**src/rtl/fifo_pkg.sv**
```systemverilog
// Shared definitions for both halves of the asynchronous FIFO: default geometry
// and the Gray/binary pointer conversions used by the read and write controllers.
package fifo_pkg;

  localparam int unsigned N_DEF     = 3;
  localparam int unsigned DEPTH_DEF = 2 ** N_DEF;
  localparam int unsigned CONV_W    = 32;

  // Both conversions work for any pointer width up to CONV_W when the caller
  // zero-extends the input and truncates the result.
  function automatic logic [CONV_W-1:0] bin2gray(input logic [CONV_W-1:0] b);
    return b ^ (b >> 1);
  endfunction

  function automatic logic [CONV_W-1:0] gray2bin(input logic [CONV_W-1:0] g);
    logic [CONV_W-1:0] b;
    b = '0;
    for (int i = 0; i < CONV_W; i++) begin
      b[i] = ^(g >> i);
    end
    return b;
  endfunction

endpackage

```
**src/rtl/sync_2ff.sv**
```systemverilog
// Width-parameterised two-flop synchroniser for Gray pointers crossing clock
// domains; shared by the read and write controllers.
module sync_2ff #(
  parameter int W = 4
) (
  input  logic         clk,
  input  logic         rst_n,
  input  logic [W-1:0] d,
  output logic [W-1:0] q
);

  logic [W-1:0] meta;

  // NOTE: sequential state uses non-blocking assignments so both stages sample
  // their inputs at the same edge and the pair behaves as a true shift register.
  always_ff @(posedge clk or negedge rst_n) begin
    if (!rst_n) begin
      meta <= '0;
      q    <= '0;
    end else begin
      meta <= d;
      q    <= meta;
    end
  end

endmodule

```
**src/rtl/fifo_rd_ctrl.sv**
```systemverilog
// Read-domain controller of the asynchronous FIFO: synchronises the write Gray
// pointer, advances the read pointers on pops and registers empty/count flags.
module fifo_rd_ctrl
  import fifo_pkg::*;
#(
  parameter int N  = N_DEF,
  parameter int AE = 1
) (
  input  logic       r_clk,
  input  logic       r_rst_n,
  input  logic       r_en,
  input  logic [N:0] gwptr,
  output logic [N:0] brptr,
  output logic [N:0] grptr,
  output logic       empty,
  output logic       almost_empty,
  output logic [N:0] rd_count,
  output logic       r_valid
);

  localparam int PW = N + 1;

  logic [N:0] wq2;
  logic       pop;
  logic [N:0] brptr_nx;
  logic [N:0] grptr_nx;
  logic [N:0] wbin;
  logic [N:0] rd_count_nx;
  logic       empty_nx;
  logic       almost_empty_nx;

  sync_2ff #(
    .W (PW)
  ) u_wptr_sync (
    .clk   (r_clk),
    .rst_n (r_rst_n),
    .d     (gwptr),
    .q     (wq2)
  );

  // A request against an empty FIFO is dropped; nothing below sees it.
  always_comb begin
    pop             = r_en & ~empty;
    brptr_nx        = brptr + PW'(pop);
    grptr_nx        = PW'(bin2gray(CONV_W'(brptr_nx)));
    wbin            = PW'(gray2bin(CONV_W'(wq2)));
    rd_count_nx     = wbin - brptr_nx;
    empty_nx        = (grptr_nx == wq2);
    almost_empty_nx = (CONV_W'(rd_count_nx) <= CONV_W'(AE));
  end

  // NOTE: every register here takes its reset value asynchronously so the
  // consumer sees empty the moment reset asserts, without waiting for a clock.
  always_ff @(posedge r_clk or negedge r_rst_n) begin
    if (!r_rst_n) begin
      brptr        <= '0;
      grptr        <= '0;
      empty        <= 1'b1;
      almost_empty <= 1'b1;
      rd_count     <= '0;
      r_valid      <= 1'b0;
    end else begin
      brptr        <= brptr_nx;
      grptr        <= grptr_nx;
      empty        <= empty_nx;
      almost_empty <= almost_empty_nx;
      rd_count     <= rd_count_nx;
      r_valid      <= pop;
    end
  end

endmodule

```
**config.mk**
```make
export PLATFORM = sky130hd
export DESIGN_NAME = fifo_rd_ctrl
export DESIGN_NICKNAME = d
export VERILOG_FILES = /design/src/rtl/fifo_pkg.sv /design/src/rtl/sync_2ff.sv /design/src/rtl/fifo_rd_ctrl.sv
export SDC_FILE = /design/constraint.sdc
export NUM_CORES = 1
export LEC_CHECK = 0
export ABC_CLOCK_PERIOD_IN_PS = 6350
export CORE_MARGIN = 3
export CORE_UTILIZATION = 46
export CTS_CLUSTER_DIAMETER = 100
export DETAILED_ROUTE_END_ITERATION = 10
export PLACE_DENSITY = 0.74
export SETUP_SLACK_MARGIN = 0.1
export SYNTH_ARGS = -nofsm -noshare
export SYNTH_HDL_FRONTEND = slang
export SYNTH_SLANG_ARGS = --single-unit
```
**constraint.sdc**
```tcl
create_clock -name r_clk -period 6.35 [get_ports r_clk]
set_input_delay 0.635 -clock r_clk [delete_from_list [all_inputs] [get_ports r_clk]]
set_output_delay 0.635 -clock r_clk [all_outputs]
set_load 0.05 [all_outputs]
```
Yosys cells after proc, flatten, opt, wreduce, memory -nomap -nowiden
Index checks and enable logic that the tools add are counted.
Storage, ports and cells
  flip-flop bits (word level): 23
  bits of input ports: 7
  output and inout port bits: 15
  word-level logic and storage cells: 19
Operators by class
  add/sub/neg operators: 2
  $lt $le $gt $ge: 1
  equality and inequality tests: 1
  bitwise logic cells: 3
  reduce and logical (&&, ||, !) cells: 4
Operator list (number)
  XOR reduction 32 bit: 4
  adder 4 x 1 -> 4 bit: 1
  == test 4 bit: 1
  less-or-equal comparator 4 x 1 -> 1 bit (second input constant): 1
  subtractor 4 bit: 1
  XOR 4 x 3 -> 4 bit: 1
  bitwise AND 1 bit: 1
  inverter 1 bit: 1

Logic depth before layout (Yosys ltp)
  depth in word-level cells: 5
  gate-level depth with buffers: 9
  depth with buffers taken out: 9

Hierarchy
From an unflattened synthesis, not the netlist that was laid out.
Unflattened totals
  cells, all modules: 69
  area, all modules: 944.7 sq um
By module, submodules not included
  fifo_rd_ctrl: times used 1, cells an instance 61, area an instance 744.5 sq um, sequential area each 352.8 sq um
  sync_2ff: times used 1, cells an instance 8, area an instance 200.2 sq um, sequential area each 200.2 sq um

Worst setup path after synthesis
No wires, ideal clock.
  path kind: register to register
  from: reg empty
  to: reg rd_count[2]
  setup time: 127 ps
  arrival time: 2450 ps
  required time: 6223 ps
  path slack: 3772 ps
  stages on the path, launching flop included: 10
  buffers on the path: 1
  period minus slack after synthesis: 2578 ps
  cells stage by stage: dfstp_2 > nor2b_1 > ha_1 > ha_1 > buf_2 > xor2_1 > ha_1 > a211o_1 > and3_1 > or2_2
Between the ends
  cells in the longest elaborated chain, start to end: 4
Ends and longest elaborated chain
  from (decl): RTL line fifo_rd_ctrl.sv:15  | output logic empty,
  from (signal assigned): RTL line fifo_rd_ctrl.sv:65  | empty <= empty_nx;
  inverter 1 bit: RTL line fifo_rd_ctrl.sv:43  | pop = r_en & ~empty;
  bitwise AND 1 bit: RTL line fifo_rd_ctrl.sv:43
  named net pop: RTL line fifo_rd_ctrl.sv:24  | logic pop;
  adder 4 x 1 -> 4 bit: RTL line fifo_rd_ctrl.sv:44  | brptr_nx = brptr + PW'(pop);
  named net brptr_nx[1]: RTL line fifo_rd_ctrl.sv:25  | logic [N:0] brptr_nx;
  subtractor 4 bit: RTL line fifo_rd_ctrl.sv:47  | rd_count_nx = wbin - brptr_nx;
  named net rd_count_nx[2]: RTL line fifo_rd_ctrl.sv:28  | logic [N:0] rd_count_nx;
  to (signal assigned): RTL line fifo_rd_ctrl.sv:67  | rd_count <= rd_count_nx;
  to (decl): RTL line fifo_rd_ctrl.sv:17  | output logic [N:0] rd_count,
The timed path passes the listed nets, and every way through them passes these cells.

Final worst setup path
  from: in r_en
  to: reg rd_count[2]
Between the ends
  cells in the longest elaborated chain, start to end: 3
Ends and longest elaborated chain
  from (decl): RTL line fifo_rd_ctrl.sv:11  | input logic r_en,
  bitwise AND 1 bit: RTL line fifo_rd_ctrl.sv:43
  named net pop: RTL line fifo_rd_ctrl.sv:24
  adder 4 x 1 -> 4 bit: RTL line fifo_rd_ctrl.sv:44
  named net brptr_nx[1]: RTL line fifo_rd_ctrl.sv:25
  subtractor 4 bit: RTL line fifo_rd_ctrl.sv:47
  named net rd_count_nx[2]: RTL line fifo_rd_ctrl.sv:28
The timed path passes the listed nets, and every way through them passes these cells.

==> reports/metrics.yaml <==
status: "completed"
grtUsageTotal_pct: 14.6
cts_setup_buffers: 0
cts_buffers: 3
grt.overflow.total: 0
hold_path_end: "u_wptr_sync.q[0]"
drive_above_1_share_pct: 11.5
die-area_um2: 2670
holdWs_ps: 358
r2r.worst_path.cells: 8
ys_ff_latch: 22
max_stage_delay_ps: 440
fmax_mhz: 364
die_w_um: 51.7
min_path_cells: 0
grt_max_degree: 23
r2r-start: "u_wptr_sync.q[3]"
min_period_over_period_pct: 43.3
core_area_um2: 1840
tns_ps: 0
drt-initial-drc-count: 9
path_cells: "clkdlybuf4s50_1 -> nor2b_1 -> ha_1 -> ha_1 -> xor2_1 -> ha_1 -> a211o_1 -> and3_1 -> or2_2"
routed_via_density: 4.62
grt_pass1_wl_um: 2750
r2r_end: "almost_empty"
crit_start: "r_en"
crit_type: "in2reg"
endpoint_kind: "register"
worst-path-stages: 9
ant_nets: 0
gp_congestion: 0.814
setup_violations: 0
die_h_um: 51.7
crit_path_top_delay_cell: "clkdlybuf4s50_1"
dr_total_vias: 559
clock_sinks: 22
dp_hpwl_um: 1110
worst_setup_path_start_kind: "input pin"
htreeDepth: 1
post-route-drc-count: 0
final_nets: 109
cp_max_fo: 8
antenna_found_initial: 0
start_util_pct: 52.2
tritoncts: "built"
path_common_cell: "ha_1"
antenna_cells: 0
crit_family: "adder cells"
root_buffer: "clkbuf_4"
hold_viol: 0
final_cell_area_um2: 1210
dpl-instance-area_um2: 1180
ctsLongestPathBuffers: 2
rrSetupSlack_ps: 3850
fin_crit_ps: 2750
worst_hold_startpoint: "u_wptr_sync.meta[0]"
drtPass1Iterations: 4
syn_nets: 86
relSlewSlack_pct: 38.2
io_pins: 22
cap_violations: 0
wirelength_um: 1460
max_slew.worst_pin.slew_ps: 924
fin_util_pct: 65.6
hold_path_class: "reg2reg"
path_buf_inv: 1
area_growth_syn_to_layout_pct: 25.7
grt_pass1_vias: 594
synth_area_um2: 961
hold_buffers: 0
cp.required_ps: 6540
seq_area_frac_synth_pct: 57.6
cts_resized: 0
syn_inst: 75
clk_pin_slew_ps: 110
grt_setup_unrepaired: "false"
maxSlewViolCount: 0
clock_latency_ps: 300
syn-mean-instance-area_um2: 12.8
port_buffers: 21
wl_per_cell_um: 12.1
ys.warnings.count: 0
row_count: 15
worstPathArrival_ps: 2940
clock_skew_ps: 8.24
ys_types: 27
## flip-flops by register name, summed over array words and instances (netlist names)
| name | cells |
|---|---|
| brptr | 4 |
| u_wptr_sync.q | 4 |
| empty | 1 |
| r_valid | 1 |
| rd_count | 4 |
| almost_empty | 1 |
| u_wptr_sync.meta | 4 |
| grptr | 3 |
## kinds of logic (layout without fill, tap and decap cells)
| family | after synthesis | count (layout) | share of synthesized area [%] |
|---|---|---|---|
| AO/OA/AOI/OAI | 7 | 7 | 6.38 |
| XOR/XNOR | 16 | 16 | 15.4 |
| adder cells (fa/ha/maj) | 6 | 6 | 7.42 |
| buffers and inverters | 6 | 27 | 3.00 |
| flip-flops | 22 | 22 | 57.6 |
| multiplexers | 2 | 2 | 2.21 |
| AND/OR/NAND/NOR | 16 | 16 | 8.07 |
## worst max path at each step
stage	end	slack (ps)
finish	rd_count[2]	3600
global route	rd_count[2]	3460
CTS	rd_count[2]	3580
detailed placement	rd_count[2]	3260
global placement	rd_count[2]	3330
floorplan	rd_count[2]	3770
## cells in the final DEF, fill, tap and decap left out, drive strengths merged
cell type / instances
dfstp: 2
inv: 3
mux2i: 1
clkbuf: 3
clkdlybuf4s50: 21
mux2: 1
xnor2: 8
xor2: 8
and2: 2
a211o: 2
nand3: 1
nor2b: 2
or2: 1
a211oi: 1
ha: 4
o211ai: 1
maj3: 2
a21oi: 1
nand2: 5
nor2: 4
and3: 1
a2111oi: 2
dfrtp: 20
## layer usage
metal / global-route usage (%) / part of all wire, %
met1: 18.7 / 47
met4: 11.8 / 3.0
met3: 3.15 / 6.6
met5: 0 / 0
met2: 21.0 / 43
## synth_stat cells
library cell / count / area share [%]
a211oi_1: 1 / 0.78
inv_1: 3 / 1.2
nand2_1: 5 / 2.0
and2_2: 1 / 0.78
xor2_1: 7 / 6.4
a211o_1: 2 / 1.8
mux2_2: 1 / 1.2
or2_2: 1 / 0.65
a2111oi_0: 1 / 0.91
dfstp_2: 2 / 5.5
and2_1: 1 / 0.65
maj3_2: 1 / 1.2
dfrtp_1: 20 / 52
mux2i_1: 1 / 1.0
xnor2_1: 8 / 7.3
a2111oi_2: 1 / 1.6
and3_1: 1 / 0.65
nand3_1: 1 / 0.52
buf_2: 2 / 1.0
xor2_2: 1 / 1.7
ha_1: 4 / 5.2
buf_4: 1 / 0.78
nor2b_1: 2 / 1.3
o211ai_1: 1 / 0.78
maj3_1: 1 / 1.0
a21oi_1: 1 / 0.52
nor2_1: 4 / 1.6
## through the flow
stage                     worst slack (ps)  instances
after CTS                             3580        121
after global routing                  3460        121
after floorplan                       3770         75
after detailed placement              3260        118
final                                 3600        121
after global placement                3330        118
## area by class of cell
cell class	count	area, µm²
Inverter	3	11.3
Sequential cell	22	553
Clock buffer	3	22.5
Fill cell	153	632
Multi-Input combinational cell	47	379
Tap cell	25	31.3
Timing Repair Buffer	21	210
Power is not shown: default switching activity piles up to over one toggle a cycle in this logic, so the estimate is an artifact.
==> patch (same flow settings) <==
Make the reset (`r_rst_n` and `rst_n`) synchronous in 2 clocked blocks. Comments in the files are not updated.
--- a/src/rtl/sync_2ff.sv
+++ b/src/rtl/sync_2ff.sv
@@ -13,7 +13,7 @@
 
   // NOTE: sequential state uses non-blocking assignments so both stages sample
   // their inputs at the same edge and the pair behaves as a true shift register.
-  always_ff @(posedge clk or negedge rst_n) begin
+  always_ff @(posedge clk) begin
     if (!rst_n) begin
       meta <= '0;
       q    <= '0;
--- a/src/rtl/fifo_rd_ctrl.sv
+++ b/src/rtl/fifo_rd_ctrl.sv
@@ -51,7 +51,7 @@
 
   // NOTE: every register here takes its reset value asynchronously so the
   // consumer sees empty the moment reset asserts, without waiting for a clock.
-  always_ff @(posedge r_clk or negedge r_rst_n) begin
+  always_ff @(posedge r_clk) begin
     if (!r_rst_n) begin
       brptr        <= '0;
       grptr        <= '0;
Check against the original RTL: differs if r_rst_n is asserted again (counterexample within 4 cycles, from zero or initial values and one cycle with r_rst_n low); with r_rst_n held inactive, the same outputs for 10 cycles.
==> patch against the unedited design <==
Setup slack better by 160 ps. First-iteration DRC count down 89%. Count of clock-buffer cells in the layout up 1. Register-to-register slack better by 70 ps. Critical endpoint is now almost_empty. Utilization up 0.058 points. Synthesized cell count up 11%. Design area down 0.93%. Highest routed layer unchanged. Sequential cell count unchanged. Non-clock buffer count unchanged. Routed wire length down 2.1%. Synthesized area down 2.9%.
==> patch: results <==
[flow_run]
cap_violations = 0

[synthesis]
syn-num-nets = 95
yosys-top-cells-area = "dfxtp_1 47%, and2_1 13%, xnor2_1 7.5%"
seq_area_frac_synth_pct = 47.2
yosys-top-cells-count = "22 x dfxtp_1, 19 x and2_1, 8 x xnor2_1"
yosys_warnings = 0
yosys.cell_types.count = 23
synth-async-reset-ratio_pct = 0

[min_path]
holdPathStages = 1
hp-class = "register to register"

[clock_network]
clk_pin_slew_worst_paths_ps = 110
cts_root_buffer = "clkbuf_4"
post_cts_resized = 0
h-tree-depth = 1
post_cts_buffers = 0
numCtsBuffers = 3
clk_latency_ps = 300
cts_buffer_depth = 2

[route]
post_drt_wl_per_cell_um = 11.0
initialDrtViolationCount = 1
dr.pass1.iters = 2
antenna_left = 0
via_per_inst = 4.70

[sta]
hold_viol = 0
tns_ps = 0
relSlewSlack_pct = 61.8
clock_skew_ps = 2.60

[grt]
grt_pass1_wl_um = 2610
track_usage_pct = 13.6
first_global_vias = 649
grt_start_max_net_pins = 23
antenna_found_initial = 0

[final_layout]
layout.nets = 118
n_antenna_cell = 0
drive_gt1_share_pct = 9.52
nFillCells = 157

[setup_path]
cp.arrival_ps = 2810
cpPeakStageDelay_ps = 390
path_delay_family = "adder cells"
worstPathMaxFanout = 5
cpMaxStageDelayCell = "clkdlybuf4s50_1"
reg2reg_depth = 8

[pwr]
ir_drop_v = 0.000198
p_leak_nw = 0.500
p_sw_uw = 95.7

[placed_design]
dp_hpwl_um = 1120
globalplace.congestion = 0.709
io_buffers = 21

[run_status]
status = "complete, no violations"
==> patch: cell types whose count changed after synthesis, sizes merged, moves of 4 or more <==
cell and change:
dfxtp +22, dfrtp -20, and2 +18, nand2 -4
==> patch: logic make-up (layout without fill, tap and decap cells) <==
group           after synthesis  in the layout  share of synthesized area, %
fa+ha+maj                     5              5                          7.51
buf+inv                       7             29                          3.22
simple gates                 27             27                          17.8
compound gates                5              5                          5.23
xor+xnor                     15             15                          16.9
flops                        22             22                          47.2
mux                           2              2                          2.14
==> patch: path summary, 6_finish.rpt <==
kind | end | from | slack [ps]
hold reg to reg | u_wptr_sync.q[2] | u_wptr_sync.meta[2] | 450
hold / removal | u_wptr_sync.q[2] | u_wptr_sync.meta[2] | 450
setup reg to reg | almost_empty | u_wptr_sync.q[3] | 3920
setup / recovery | almost_empty | r_en | 3760
==> patch: metrics by stage <==
stage          instances  cell area [um2]  utilization (%)  setup WS, ps  hold slack (ps)
2_1_floorplan         83              933                -          3960              412
4_1_cts              130             1200             65.7          3760              453
5_1_grt              130             1200             65.7          3660              474
3_3_place_gp         126             1160             63.7          3530              416
6_report             130             1200             65.7          3760              446
3_5_place_dp         126             1160             63.7          3440              424
==> patch: layout make-up <==
type / count / area (um2) / area share [%]
tap: 25 / 31.3 / 2.62
timing repair buffer: 21 / 210 / 17.6
multi-input combinational: 54 / 463 / 38.7
sequential: 22 / 440 / 36.8
clock buffer: 4 / 36.3 / 3.03
inverter: 4 / 15.0 / 1.26
==> patch: metal layers <==
metal	vias to the layer above	part of all wire [%]	wire (um)	GRT usage, %
met5	-	0	0	0
li1	303	-	-	-
met3	5	6.0	86	3.50
met4	0	2.9	42	9.42
met2	19	51	729	24.5
met1	284	40	571	13.4
==> patch: power groups by stage <==
| stage | clock network, mW | registers (mW) | logic, mW |
|---|---|---|---|
| floorplan | 0 | 0.186 | 0.0319 |
| global placement | 0 | 0.156 | 0.0875 |
| detailed placement | 0 | 0.156 | 0.0885 |
| CTS | 0.0789 | 0.153 | 0.0889 |
| global route | 0.0857 | 0.154 | 0.0942 |
| finish | 0.0747 | 0.153 | 0.0877 |
